## src/rtl/vm_pkg.sv

```systemverilog
// vm_pkg: shared types, default widths and price lookup for vm_multi.
// Holds the vm_state_e FSM encoding and the vm_price extraction helper.
package vm_pkg;

  typedef enum logic [1:0] {
    IDLE,
    CREDIT,
    VEND,
    CHANGE
  } vm_state_e;

  localparam int VM_N_ITEMS = 4;
  localparam int VM_CREDIT_W = 8;
  localparam int VM_STOCK_W = 4;
  localparam int VM_PLIST_W = 256;

  // Field idx of width w from a flat price list; caller narrows the result.
  function automatic logic [VM_PLIST_W-1:0] vm_price(
    input logic [VM_PLIST_W-1:0] list,
    input int idx,
    input int w
  );
    logic [VM_PLIST_W-1:0] mask;
    mask = (VM_PLIST_W'(1) << w) - VM_PLIST_W'(1);
    return (list >> (idx * w)) & mask;
  endfunction

endpackage

```

## src/rtl/vm_multi_if.sv

```systemverilog
// vm_multi_if: coin, selection, dispense and change signals of vm_multi.
// slave = controller side, master = acceptor/actuator side; refill/sold_out with VM_STOCK_EN.
interface vm_multi_if
  import vm_pkg::*;
#(
  parameter int N_ITEMS = VM_N_ITEMS,
  parameter int CREDIT_W = VM_CREDIT_W
);
  localparam int IW = (N_ITEMS > 1) ? $clog2(N_ITEMS) : 1;

  logic coin_valid;
  logic [CREDIT_W-1:0] coin_value;
  logic coin_reject;
  logic sel_valid;
  logic [IW-1:0] sel_item;
  logic sel_reject;
  logic cancel;
  logic disp_valid;
  logic [IW-1:0] disp_item;
  logic disp_ready;
  logic change_pulse;
  logic [CREDIT_W-1:0] credit;

`ifdef VM_STOCK_EN
  logic refill_valid;
  logic [IW-1:0] refill_item;
  logic [N_ITEMS-1:0] sold_out;

  modport master (
    output coin_valid, coin_value, sel_valid, sel_item,
    output cancel, disp_ready, refill_valid, refill_item,
    input coin_reject, sel_reject, disp_valid, disp_item,
    input change_pulse, credit, sold_out
  );

  modport slave (
    input coin_valid, coin_value, sel_valid, sel_item,
    input cancel, disp_ready, refill_valid, refill_item,
    output coin_reject, sel_reject, disp_valid, disp_item,
    output change_pulse, credit, sold_out
  );
`else
  modport master (
    output coin_valid, coin_value, sel_valid, sel_item,
    output cancel, disp_ready,
    input coin_reject, sel_reject, disp_valid, disp_item,
    input change_pulse, credit
  );

  modport slave (
    input coin_valid, coin_value, sel_valid, sel_item,
    input cancel, disp_ready,
    output coin_reject, sel_reject, disp_valid, disp_item,
    output change_pulse, credit
  );
`endif

endinterface

```

## src/rtl/vm_stock.sv

```systemverilog
// vm_stock: per-item stock counters with refill and sold-out flags.
// Ports: clk_i, rst_ni, dec_valid_i/dec_item_i, refill_valid_i/refill_item_i, sold_out_o.
module vm_stock
  import vm_pkg::*;
#(
  parameter int N_ITEMS = VM_N_ITEMS,
  parameter int STOCK_W = VM_STOCK_W,
  parameter int STOCK_INIT = 10,
  localparam int IW = (N_ITEMS > 1) ? $clog2(N_ITEMS) : 1
) (
  input  logic clk_i,
  input  logic rst_ni,
  input  logic dec_valid_i,
  input  logic [IW-1:0] dec_item_i,
  input  logic refill_valid_i,
  input  logic [IW-1:0] refill_item_i,
  output logic [N_ITEMS-1:0] sold_out_o
);

  logic [STOCK_W-1:0] stock_q [N_ITEMS];
  logic [STOCK_W-1:0] stock_d [N_ITEMS];

  // A refill of the item being vended overrides the decrement.
  always_comb begin
    for (int i = 0; i < N_ITEMS; i++) begin
      stock_d[i] = stock_q[i];
      if (refill_valid_i && int'(refill_item_i) == i) begin
        stock_d[i] = STOCK_W'(STOCK_INIT);
      end else if (dec_valid_i && int'(dec_item_i) == i &&
                   stock_q[i] != '0) begin
        stock_d[i] = stock_q[i] - STOCK_W'(1);
      end
    end
  end

  always_ff @(posedge clk_i or negedge rst_ni) begin
    if (!rst_ni) begin
      for (int i = 0; i < N_ITEMS; i++) begin
        stock_q[i] <= STOCK_W'(STOCK_INIT);
      end
    end else begin
      for (int i = 0; i < N_ITEMS; i++) begin
        stock_q[i] <= stock_d[i];
      end
    end
  end

  for (genvar g = 0; g < N_ITEMS; g++) begin : g_so
    assign sold_out_o[g] = (stock_q[g] == '0);
  end

endmodule

```

## src/rtl/vm_multi.sv

```systemverilog
// vm_multi: multi-product vending controller: coin credit, vend handshake, unit change.
// Ports: clock, reset (async active-low), bus (vm_multi_if.slave). VM_STOCK_EN adds stock.
module vm_multi
  import vm_pkg::*;
#(
  parameter int N_ITEMS = VM_N_ITEMS,
  parameter int CREDIT_W = VM_CREDIT_W,
  parameter int MAX_CREDIT = 200,
  parameter logic [N_ITEMS*CREDIT_W-1:0] PRICE_LIST =
    {8'd25, 8'd20, 8'd15, 8'd10},
  parameter int STOCK_W = VM_STOCK_W,
  parameter int STOCK_INIT = 10
) (
  input logic clock,
  input logic reset,
  vm_multi_if.slave bus
);

  localparam int IW = (N_ITEMS > 1) ? $clog2(N_ITEMS) : 1;
  localparam logic [CREDIT_W:0] MAXC = (CREDIT_W+1)'(MAX_CREDIT);

  vm_state_e state_q, state_d;
  logic [CREDIT_W-1:0] credit_q, credit_d;
  logic [IW-1:0] item_q, item_d;
  logic coin_rej_q, coin_rej_d;
  logic sel_rej_q, sel_rej_d;
  logic disp_q, chg_q;

  logic [CREDIT_W-1:0] price;
  logic [CREDIT_W:0] sum;
  logic coin_ok, coin_fits, item_ok, sold, sel_ok, dec_v;

  assign price = CREDIT_W'(vm_price(VM_PLIST_W'(PRICE_LIST),
                                    int'(bus.sel_item), CREDIT_W));
  assign sum = {1'b0, credit_q} + {1'b0, bus.coin_value};
  assign coin_ok = (bus.coin_value != '0) &&
                   ({1'b0, bus.coin_value} <= MAXC);
  assign coin_fits = (sum <= MAXC);
  assign item_ok = int'(bus.sel_item) < N_ITEMS;
  assign sel_ok = item_ok && !sold && (price <= credit_q);

`ifdef VM_STOCK_EN
  logic [N_ITEMS-1:0] sold_out;

  vm_stock #(
    .N_ITEMS(N_ITEMS),
    .STOCK_W(STOCK_W),
    .STOCK_INIT(STOCK_INIT)
  ) u_stock (
    .clk_i(clock),
    .rst_ni(reset),
    .dec_valid_i(dec_v),
    .dec_item_i(bus.sel_item),
    .refill_valid_i(bus.refill_valid),
    .refill_item_i(bus.refill_item),
    .sold_out_o(sold_out)
  );

  assign sold = item_ok && sold_out[bus.sel_item];
  assign bus.sold_out = sold_out;
`else
  localparam int unused_stock = STOCK_W + STOCK_INIT;
  logic unused_dec;
  assign unused_dec = dec_v;
  assign sold = 1'b0;
`endif

  always_comb begin
    state_d = state_q;
    credit_d = credit_q;
    item_d = item_q;
    coin_rej_d = 1'b0;
    sel_rej_d = 1'b0;
    dec_v = 1'b0;
    unique case (state_q)
      IDLE: begin
        if (bus.coin_valid) begin
          if (coin_ok) begin
            credit_d = bus.coin_value;
            state_d = CREDIT;
          end else begin
            coin_rej_d = 1'b1;
          end
        end
        sel_rej_d = bus.sel_valid;
      end
      CREDIT: begin
        // cancel > selection > coin; a losing coin is handed back.
        if (bus.cancel) begin
          coin_rej_d = bus.coin_valid;
          state_d = CHANGE;
        end else if (bus.sel_valid) begin
          coin_rej_d = bus.coin_valid;
          if (sel_ok) begin
            credit_d = credit_q - price;
            item_d = bus.sel_item;
            dec_v = 1'b1;
            state_d = VEND;
          end else begin
            sel_rej_d = 1'b1;
          end
        end else if (bus.coin_valid) begin
          if (coin_fits) begin
            credit_d = sum[CREDIT_W-1:0];
          end else begin
            coin_rej_d = 1'b1;
          end
        end
      end
      VEND: begin
        coin_rej_d = bus.coin_valid;
        sel_rej_d = bus.sel_valid;
        if (bus.disp_ready) begin
          state_d = (credit_q != '0) ? CHANGE : IDLE;
        end
      end
      CHANGE: begin
        coin_rej_d = bus.coin_valid;
        sel_rej_d = bus.sel_valid;
        if (credit_q != '0) begin
          credit_d = credit_q - CREDIT_W'(1);
        end
        if (credit_q <= CREDIT_W'(1)) begin
          state_d = IDLE;
        end
      end
      default: state_d = IDLE;
    endcase
  end

  always_ff @(posedge clock or negedge reset) begin
    if (!reset) begin
      state_q <= IDLE;
      credit_q <= '0;
      item_q <= '0;
      coin_rej_q <= 1'b0;
      sel_rej_q <= 1'b0;
      disp_q <= 1'b0;
      chg_q <= 1'b0;
    end else begin
      state_q <= state_d;
      credit_q <= credit_d;
      item_q <= item_d;
      coin_rej_q <= coin_rej_d;
      sel_rej_q <= sel_rej_d;
      disp_q <= (state_d == VEND);
      chg_q <= (state_d == CHANGE);
    end
  end

  assign bus.coin_reject = coin_rej_q;
  assign bus.sel_reject = sel_rej_q;
  assign bus.disp_valid = disp_q;
  assign bus.disp_item = item_q;
  assign bus.change_pulse = chg_q;
  assign bus.credit = credit_q;

endmodule

```

## src/flat_wrapper.sv

```systemverilog
// flat-port wrapper written by rule: the top's interface ports become plain ports
module vm_multi_flat import vm_pkg::*;
#(
  parameter int N_ITEMS = VM_N_ITEMS,
  parameter int CREDIT_W = VM_CREDIT_W,
  parameter int MAX_CREDIT = 200,
  parameter logic [N_ITEMS*CREDIT_W-1:0] PRICE_LIST =
    {8'd25, 8'd20, 8'd15, 8'd10},
  parameter int STOCK_W = VM_STOCK_W,
  parameter int STOCK_INIT = 10
)
  (clock, reset, bus_coin_valid, bus_coin_value, bus_sel_valid, bus_sel_item, bus_cancel, bus_disp_ready, bus_coin_reject, bus_sel_reject, bus_disp_valid, bus_disp_item, bus_change_pulse, bus_credit);
  vm_multi_if #(.N_ITEMS(N_ITEMS), .CREDIT_W(CREDIT_W)) bus_i ();
  input logic clock;
  input logic reset;
  input wire logic [$bits(bus_i.coin_valid)-1:0] bus_coin_valid;
  input wire logic [$bits(bus_i.coin_value)-1:0] bus_coin_value;
  input wire logic [$bits(bus_i.sel_valid)-1:0] bus_sel_valid;
  input wire logic [$bits(bus_i.sel_item)-1:0] bus_sel_item;
  input wire logic [$bits(bus_i.cancel)-1:0] bus_cancel;
  input wire logic [$bits(bus_i.disp_ready)-1:0] bus_disp_ready;
  output wire logic [$bits(bus_i.coin_reject)-1:0] bus_coin_reject;
  output wire logic [$bits(bus_i.sel_reject)-1:0] bus_sel_reject;
  output wire logic [$bits(bus_i.disp_valid)-1:0] bus_disp_valid;
  output wire logic [$bits(bus_i.disp_item)-1:0] bus_disp_item;
  output wire logic [$bits(bus_i.change_pulse)-1:0] bus_change_pulse;
  output wire logic [$bits(bus_i.credit)-1:0] bus_credit;
  assign bus_i.coin_valid = bus_coin_valid;
  assign bus_i.coin_value = bus_coin_value;
  assign bus_i.sel_valid = bus_sel_valid;
  assign bus_i.sel_item = bus_sel_item;
  assign bus_i.cancel = bus_cancel;
  assign bus_i.disp_ready = bus_disp_ready;
  assign bus_coin_reject = bus_i.coin_reject;
  assign bus_sel_reject = bus_i.sel_reject;
  assign bus_disp_valid = bus_i.disp_valid;
  assign bus_disp_item = bus_i.disp_item;
  assign bus_change_pulse = bus_i.change_pulse;
  assign bus_credit = bus_i.credit;
  vm_multi #(.N_ITEMS(N_ITEMS), .CREDIT_W(CREDIT_W), .MAX_CREDIT(MAX_CREDIT), .PRICE_LIST(PRICE_LIST), .STOCK_W(STOCK_W), .STOCK_INIT(STOCK_INIT)) u_core (.clock(clock), .reset(reset), .bus(bus_i));
endmodule
```

## config.mk

```make
export PLATFORM = sky130hd
export DESIGN_NAME = vm_multi_flat
export DESIGN_NICKNAME = d
export VERILOG_FILES = /design/src/rtl/vm_pkg.sv /design/src/rtl/vm_multi_if.sv /design/src/rtl/vm_stock.sv /design/src/rtl/vm_multi.sv /design/src/flat_wrapper.sv
export SDC_FILE = /design/constraint.sdc
export NUM_CORES = 1
export LEC_CHECK = 0
export BUFFER_PORTS_ARGS = -buffer_cell sky130_fd_sc_hd__buf_4
export CORE_MARGIN = 2
export CORE_UTILIZATION = 60
export CTS_CLUSTER_DIAMETER = 120
export DETAILED_ROUTE_END_ITERATION = 7
export PLACE_DENSITY = 0.84
export SYNTH_ARGS = -nofsm -noshare
export SYNTH_HDL_FRONTEND = slang
export SYNTH_SLANG_ARGS = --single-unit
```

## constraint.sdc

```tcl
create_clock -name clock -period 5.1 [get_ports clock]
set_input_delay 1.53 -clock clock [delete_from_list [all_inputs] [get_ports clock]]
set_output_delay 1.53 -clock clock [all_outputs]
set_load 0.01 [all_outputs]
```

=== Yosys cells after proc, flatten, opt, wreduce, memory -nomap -nowiden ===
Cells that the tools add are included.

* Input port bits: 16
* Word-level logic and storage cells: 66
* Output and inout port bits: 14
* Flip-flop bits (word level): 16

* Multiplexer cells: 29
* Reductions and logical operators: 9
* Magnitude comparators: 4
* Equality and inequality tests: 12
* Bitwise logic cells: 1
* Add/sub/neg operators: 3
* Shifts and indexed selects: 1

{| class="wikitable"
|+ Operators by type and width
! operator !! number
|-
| $mux 8 || 8
|-
| $shr 29x5->8 const A || 1
|-
| $pmux 8 s3 || 1
|-
| $mux 2 || 8
|-
| $reduce_bool 8->1 || 2
|-
| $add 8x8->9 || 1
|-
| $le 9x8->1 const B || 1
|-
| $mux 1 || 9
|-
| $eq 2x2->1 const B || 4
|-
| $le 8x1->1 const B || 1
|-
| $le 8x8->1 || 1
|-
| $le 8x8->1 const B || 1
|-
| $pmux 2 s4 || 1
|-
| $reduce_and 8->1 || 1
|-
| $sub 8x1->8 const B || 1
|-
| $sub 8x8->8 || 1
|-
| $ne 3x2->1 const B || 2
|-
| $ne 2x1->1 const B || 2
|-
| $ne 2x2->1 const B || 2
|-
| $reduce_and 4->1 || 1
|-
| $ne 3x3->1 const B || 1
|-
| $pmux 1 s3 || 1
|-
| $reduce_bool 3->1 || 1
|-
| $reduce_or 3->1 || 1
|-
| other kinds (6) || 6
|}

=== Depth between registers and ports, before layout ===
* Depth after elaboration: 7
* Mapped depth: 10
* Gate-level depth less buffers: 10

=== Worst setup path before layout ===
OpenSTA, ideal clock, no wires.

* Path type: input port to flip-flop
* Start point: input bus_sel_item[0]
* End point: register u_core.credit_q[3] (netlist: u_core.bus.credit[3])
* Arrival: 3.747 ns
* Data required time: 4.975 ns
* Path slack: 1.228 ns
* Stages on the path: 9
* Buffers on the path: 0
* Path through: inv_1 ha_1 ha_1 and3_2 a41oi_2 o21ai_2 a21o_1 o311ai_4 mux2_2

* Cells in the longest elaborated chain, start to end: 6
* Elaborated cells on any way between the ends: 9

{| class="wikitable"
|+ Ends and longest elaborated chain
! item !! line !! RTL
|-
| start: declaration || flat_wrapper.sv:19 || <nowiki>input wire logic [$bits(bus_i.sel_item)-1:0] bus_sel_item;</nowiki>
|-
| $shr 29x5->8 * || vm_pkg.sv:25 || <nowiki>return (list >> (idx * w)) & mask;</nowiki>
|-
| $sub 8x8->8 || vm_multi.sv:95 || <nowiki>credit_d = credit_q - price;</nowiki>
|-
| $mux 8 || vm_multi.sv:94 || <nowiki>if (sel_ok) begin</nowiki>
|-
| $mux 8 || vm_multi.sv:92 || <nowiki>end else if (bus.sel_valid) begin</nowiki>
|-
| $mux 8 || vm_multi.sv:89 || <nowiki>if (bus.cancel) begin</nowiki>
|-
| $pmux 8 s3 || vm_multi.sv:75 || <nowiki>unique case (state_q)</nowiki>
|-
| end signal: assignment || vm_multi.sv:142 || <nowiki>credit_q <= credit_d;</nowiki>
|-
| end: declaration || vm_multi.sv:23 || <nowiki>logic [CREDIT_W-1:0] credit_q, credit_d;</nowiki>
|}

Every way passes the cells marked *; elsewhere a longest branch is shown, timed or not. The select of a mux whose other input is x is not followed.
A chain may end at the register's enable or synchronous reset.

=== Worst setup path in the final report ===
Ends and elaborated chain as after synthesis.

==> qor.txt <==
YOSYS
---------------------------------------------------------------------------------------
Synthesized net count                                                               248
Top_reg_cell synth                                                              dfrtp_1
Fraction of the yosys area taken by sequential cells                             22.55%
Proportion of synthesized flip-flops having asynchronous set or reset            100.0%
Netlist Area Pre-Place                                                     0.001775 sq mm
Post-synthesis cell type count                                                       48
Post-synthesis instance total                                                       213
Warnings, synthesis                                                                   0
EDFF count, synth                                                                     0
Flip-flop and latch count after synthesis                                            16
Syn Area/Cell                                                               8.335 sq um

FINISH
---------------------------------------------------------------------------------------
Final std cell area, no fill                                               0.002038 sq mm
Number of antenna cells inserted                                                      0
Filler instances                                                                    224
Fraction of final layout cells with drive strength greater than 1                18.75%
Area growth from synthesis to layout                                             14.80%
Fin nets                                                                            276
Final design utilization                                                         73.28%
Final cell count without fillers                                                    271

CLOCK NETWORK
---------------------------------------------------------------------------------------
Worst-Skew Late Latency                                                         0.30 ns
Root buffer cell                                                               clkbuf_4
Number of buffers inserted by hold repair at cts                                      0
TritonCTS clock tree                                                                yes
CTS H-tree depth                                                                      1
Number of resized instances in the post-cts repair step                               0
Clock transition at the registers of the reported paths                         0.10 ns
Setup Buffers After CTS                                                               0
Worst-case clock buffer depth                                                         2
Total clock buffers created by CTS                                                    3
Number of sinks handled by clock tree synthesis                                      16

SETUP PATH
---------------------------------------------------------------------------------------
Startpoint type of the worst setup path                                    primary input
Cells along the critical path                                              buf_4 > inv_1 > ha_1 > ha_1 > a211oi_1 > o21ai_2 > a21o_1 > o311ai_4 > mux2_2
Crit path arrival time                                                          4.13 ns
Worst path bufs/invs                                                                  2
Reg2Reg Launch Point                                                       u_core.bus.credit[0]
Critical path's top delay family                                           compound AO/OA/AOI/OAI gates
Maximum single-stage delay on the critical path                                 0.54 ns
Reg2Reg Depth                                                                         9
Crit-path most repeated cell                                                       ha_1
Required time at the endpoint of the critical path                              5.29 ns
Critical path launch point                                                 bus_sel_item[0]
Crit Reg-Reg Endpoint                                                      u_core.bus.credit[3]
Type of element capturing the critical path                                        flop
R2R setup slack                                                                 1.91 ns
Worst-path cell with the longest stage delay                                   o311ai_4
Maximum fanout encountered on the critical timing path                                8
Startpoint-to-endpoint class of the critical path                          primary input to flop

DRT
---------------------------------------------------------------------------------------
Post-route DRC violation count                                                        0
Number of vias per cell after detailed routing                                    6.793
Number of violations reported at the end of detailed-routing iteration 0            102
Iteration count of the initial detailed-routing pass                                  7
Vias after detailed routing                                                        1841
Remaining antenna violation count                                                     0
Drt total wl                                                                    4978 um
Post-detailed-route wirelength per cell                                        18.37 um

GLOBAL ROUTING
---------------------------------------------------------------------------------------
First-pass GRT wire length                                                      7928 um
Total congestion overflow after global routing                                        0
Global router's overall resource usage                                           30.77%
Maximum number of pins on one net before global-route repair                         23
Number of antenna violations at the first check in global routing                     0
Vias in the first global route                                                     1665

PWR
---------------------------------------------------------------------------------------
Cell Pwr Density                                                           680.4 mW/mm^2
Sw Ratio                                                                         50.67%
Internal cell power                                                           0.6841 mW
Sequential share of power                                                         21.6%
Sw Pwr                                                                        0.7027 mW
Worst vdd ir                                                                   528.1 uV
Clk pwr share                                                                      6.6%
Leakage power summed over all cells                                           0.9227 nW
Combinational power share                                                         71.8%

TIMING
---------------------------------------------------------------------------------------
Final Max Tran Viols                                                                  0
Max-slew headroom at the worst pin                                               43.14%
Hold Vio Cnt, Final                                                                   0
Fraction of the cycle the final worst path needs                                 77.28%
Transition time of the tightest slew-check pin                                0.8422 ns
Number of setup violations in the final report                                        0
RSZ-0062 raised after global routing                                                 no
Min Hold Slack                                                                0.4952 ns
Setup total negative slack                                                         0 ns
Highest achievable clock rate                                                0.2537 GHz
Post-route minimum period                                                      3.941 ns
Final worst clock skew                                                      0.007949 ns

PLACE
---------------------------------------------------------------------------------------
Post-DP HPWL                                                                    3907 um
Post-Place Cell Area                                                       0.002002 sq mm
Placer's final routability congestion estimate                                   0.9717
Port Buffers                                                                         29
Total placed cells including tap cells                                              267

WORST HOLD PATH
---------------------------------------------------------------------------------------
Min-Delay Path Depth                                                                  2
HP Class                                                                   flop to flop
Start point of the worst min-delay path                                    u_core.bus.disp_item[1]
Hold Path End                                                              u_core.bus.disp_item[1]

DIE
---------------------------------------------------------------------------------------
Num rows                                                                             19
Initial cell density of the core                                                 63.83%
Die X                                                                          58.40 um
Height of the chip                                                             58.40 um
Die outline area                                                           0.003410 sq mm
Core footprint                                                             0.002781 sq mm
Top Ports                                                                            30

RUN
---------------------------------------------------------------------------------------
Number of max-capacitance violations reported                                         0

RUN STATUS
---------------------------------------------------------------------------------------
Result of the run                                                          finished, final reports clean

-- metal layers --
metal  track usage (%)  vias to the layer above  routed length [um]
li1                  -                      865                   -
met1             41.60                      869                2035
met2             52.17                       96                2428
met3             3.077                       11                 417
met4             8.638                        0                  96
met5                 0                        -                   0
-- power groups by stage --
stage / Combinational, mW / Sequential, mW / Clock [mW]
after global placement: 0.938 / 0.294 / 0
after floorplan: 0.728 / 0.274 / 0
final: 0.996 / 0.300 / 0.0913
after CTS: 0.979 / 0.297 / 0.0903
after detailed placement: 0.973 / 0.299 / 0
after global routing: 1.09 / 0.308 / 0.0963
-- synthesized netlist by cell type, drive strengths merged (2+ instances only) --
| cell type | count | area share, % |
|---|---|---|
| nand4 | 3 | 1.1 |
| and3 | 3 | 1.1 |
| o311ai | 3 | 2.5 |
| mux2i | 3 | 1.7 |
| dfrtp | 16 | 23 |
| clkbuf | 5 | 1.1 |
| xor2 | 6 | 3.0 |
| nand2b | 2 | 0.70 |
| a32o | 2 | 1.1 |
| a211oi | 5 | 2.1 |
| ha | 17 | 12 |
| o211ai | 3 | 1.3 |
| inv | 11 | 2.3 |
| fa | 2 | 2.3 |
| nor4 | 3 | 1.1 |
| or4 | 3 | 1.3 |
| nand3 | 9 | 2.5 |
| a21oi | 9 | 2.5 |
| or3 | 3 | 1.1 |
| nor2 | 25 | 5.3 |
| o21ai | 20 | 5.8 |
| a31oi | 4 | 1.4 |
| xnor2 | 6 | 3.0 |
| nand2 | 11 | 2.3 |
| and2 | 2 | 0.70 |
| mux2 | 6 | 3.8 |
| o31ai | 4 | 1.7 |
| a22oi | 3 | 1.3 |
| a21o | 5 | 2.1 |
| o21a | 2 | 0.85 |
| nor2b | 3 | 1.1 |
-- worst register-to-register path, delay by kind of cell, from the launching register on --
kind / cells / cell delay [ns]
flops: 1 / 0.47
compound gates: 4 / 1.40
buf+inv: 2 / 0.22
fa+ha+maj: 2 / 0.59
mux: 1 / 0.40
-- final cells by class --
cell class	count	area [sq um]	share of cell area, %
clock buffers	4	36.28	1.780
inverters	12	45.04	2.210
multi-input cells	179	1300	63.78
flip-flops and latches	16	400.4	19.64
well taps	31	38.79	1.903
repair buffers	29	217.7	10.68
-- sequential cells by signal, indices dropped and copies added (netlist names) --
| signal | cells |
|---|---|
| u_core.bus.disp_item | 2 |
| u_core.bus.disp_valid | 1 |
| u_core.state_q | 2 |
| u_core.bus.credit | 8 |
| u_core.bus.change_pulse | 1 |
| u_core.bus.sel_reject | 1 |
| u_core.bus.coin_reject | 1 |
-- layout by cell type (no fill, tap or decap), types with 2 or more instances in the layout --
| cell type | synthesis | final |
|---|---|---|
| o211ai_1 | 3 | 3 |
| nand2_1 | 11 | 11 |
| a211oi_1 | 5 | 5 |
| or3_1 | 3 | 3 |
| xor2_1 | 6 | 6 |
| a21oi_1 | 9 | 9 |
| mux2i_1 | 3 | 3 |
| nor4_1 | 3 | 3 |
| ha_1 | 17 | 17 |
| nor2_1 | 25 | 25 |
| inv_1 | 11 | 11 |
| nor2b_1 | 3 | 3 |
| buf_4 | 0 | 29 |
| and3_1 | 2 | 2 |
| nand4_1 | 3 | 3 |
| nand2b_1 | 2 | 2 |
| and2_1 | 2 | 2 |
| clkbuf_4 | 0 | 3 |
| dfrtp_1 | 16 | 16 |
| o21a_1 | 2 | 2 |
| o311ai_0 | 2 | 2 |
| a22oi_1 | 3 | 3 |
| a31oi_1 | 4 | 4 |
| nand3_1 | 9 | 9 |
| o21ai_0 | 19 | 19 |
| xnor2_1 | 6 | 6 |
| o31ai_1 | 4 | 4 |
| fa_1 | 2 | 2 |
| or4_1 | 3 | 3 |
| mux2_2 | 6 | 6 |
| a32o_1 | 2 | 2 |
| a21o_1 | 5 | 5 |
-- how the worst max path moves through the flow --
stage                                       to  slack [ns]  cells after the start
final                     u_core.bus.credit[3]        1.16                      9
after global routing      u_core.bus.credit[7]        1.03                      9
after CTS                 u_core.bus.credit[7]        1.20                      9
after detailed placement  u_core.bus.credit[7]        0.89                      9
after global placement    u_core.bus.credit[3]        0.93                      9
after floorplan           u_core.bus.credit[3]        1.23                      9
-- metrics by stage --
stage	worst slack, ns	power [mW]
5_1_grt	1.025	1.493
3_5_place_dp	0.8947	1.272
6_report	1.159	1.387
2_1_floorplan	1.228	1.002
4_1_cts	1.204	1.366
3_3_place_gp	0.9330	1.232
-- cells by family (layout without fill, tap and decap cells) --
family / after synthesis / after routing / synth area share (%)
AOI/OAI and AO/OA: 70 / 70 / 28.47
and+or+nand+nor: 69 / 69 / 19.10
adders and majority gates: 19 / 19 / 14.24
buffers and inverters: 18 / 45 / 4.228
DFF: 16 / 16 / 22.55
xor gates and xnor gates: 12 / 12 / 5.920
muxes: 9 / 9 / 5.497
No activity file was read; power rests on OpenSTA's default activity.
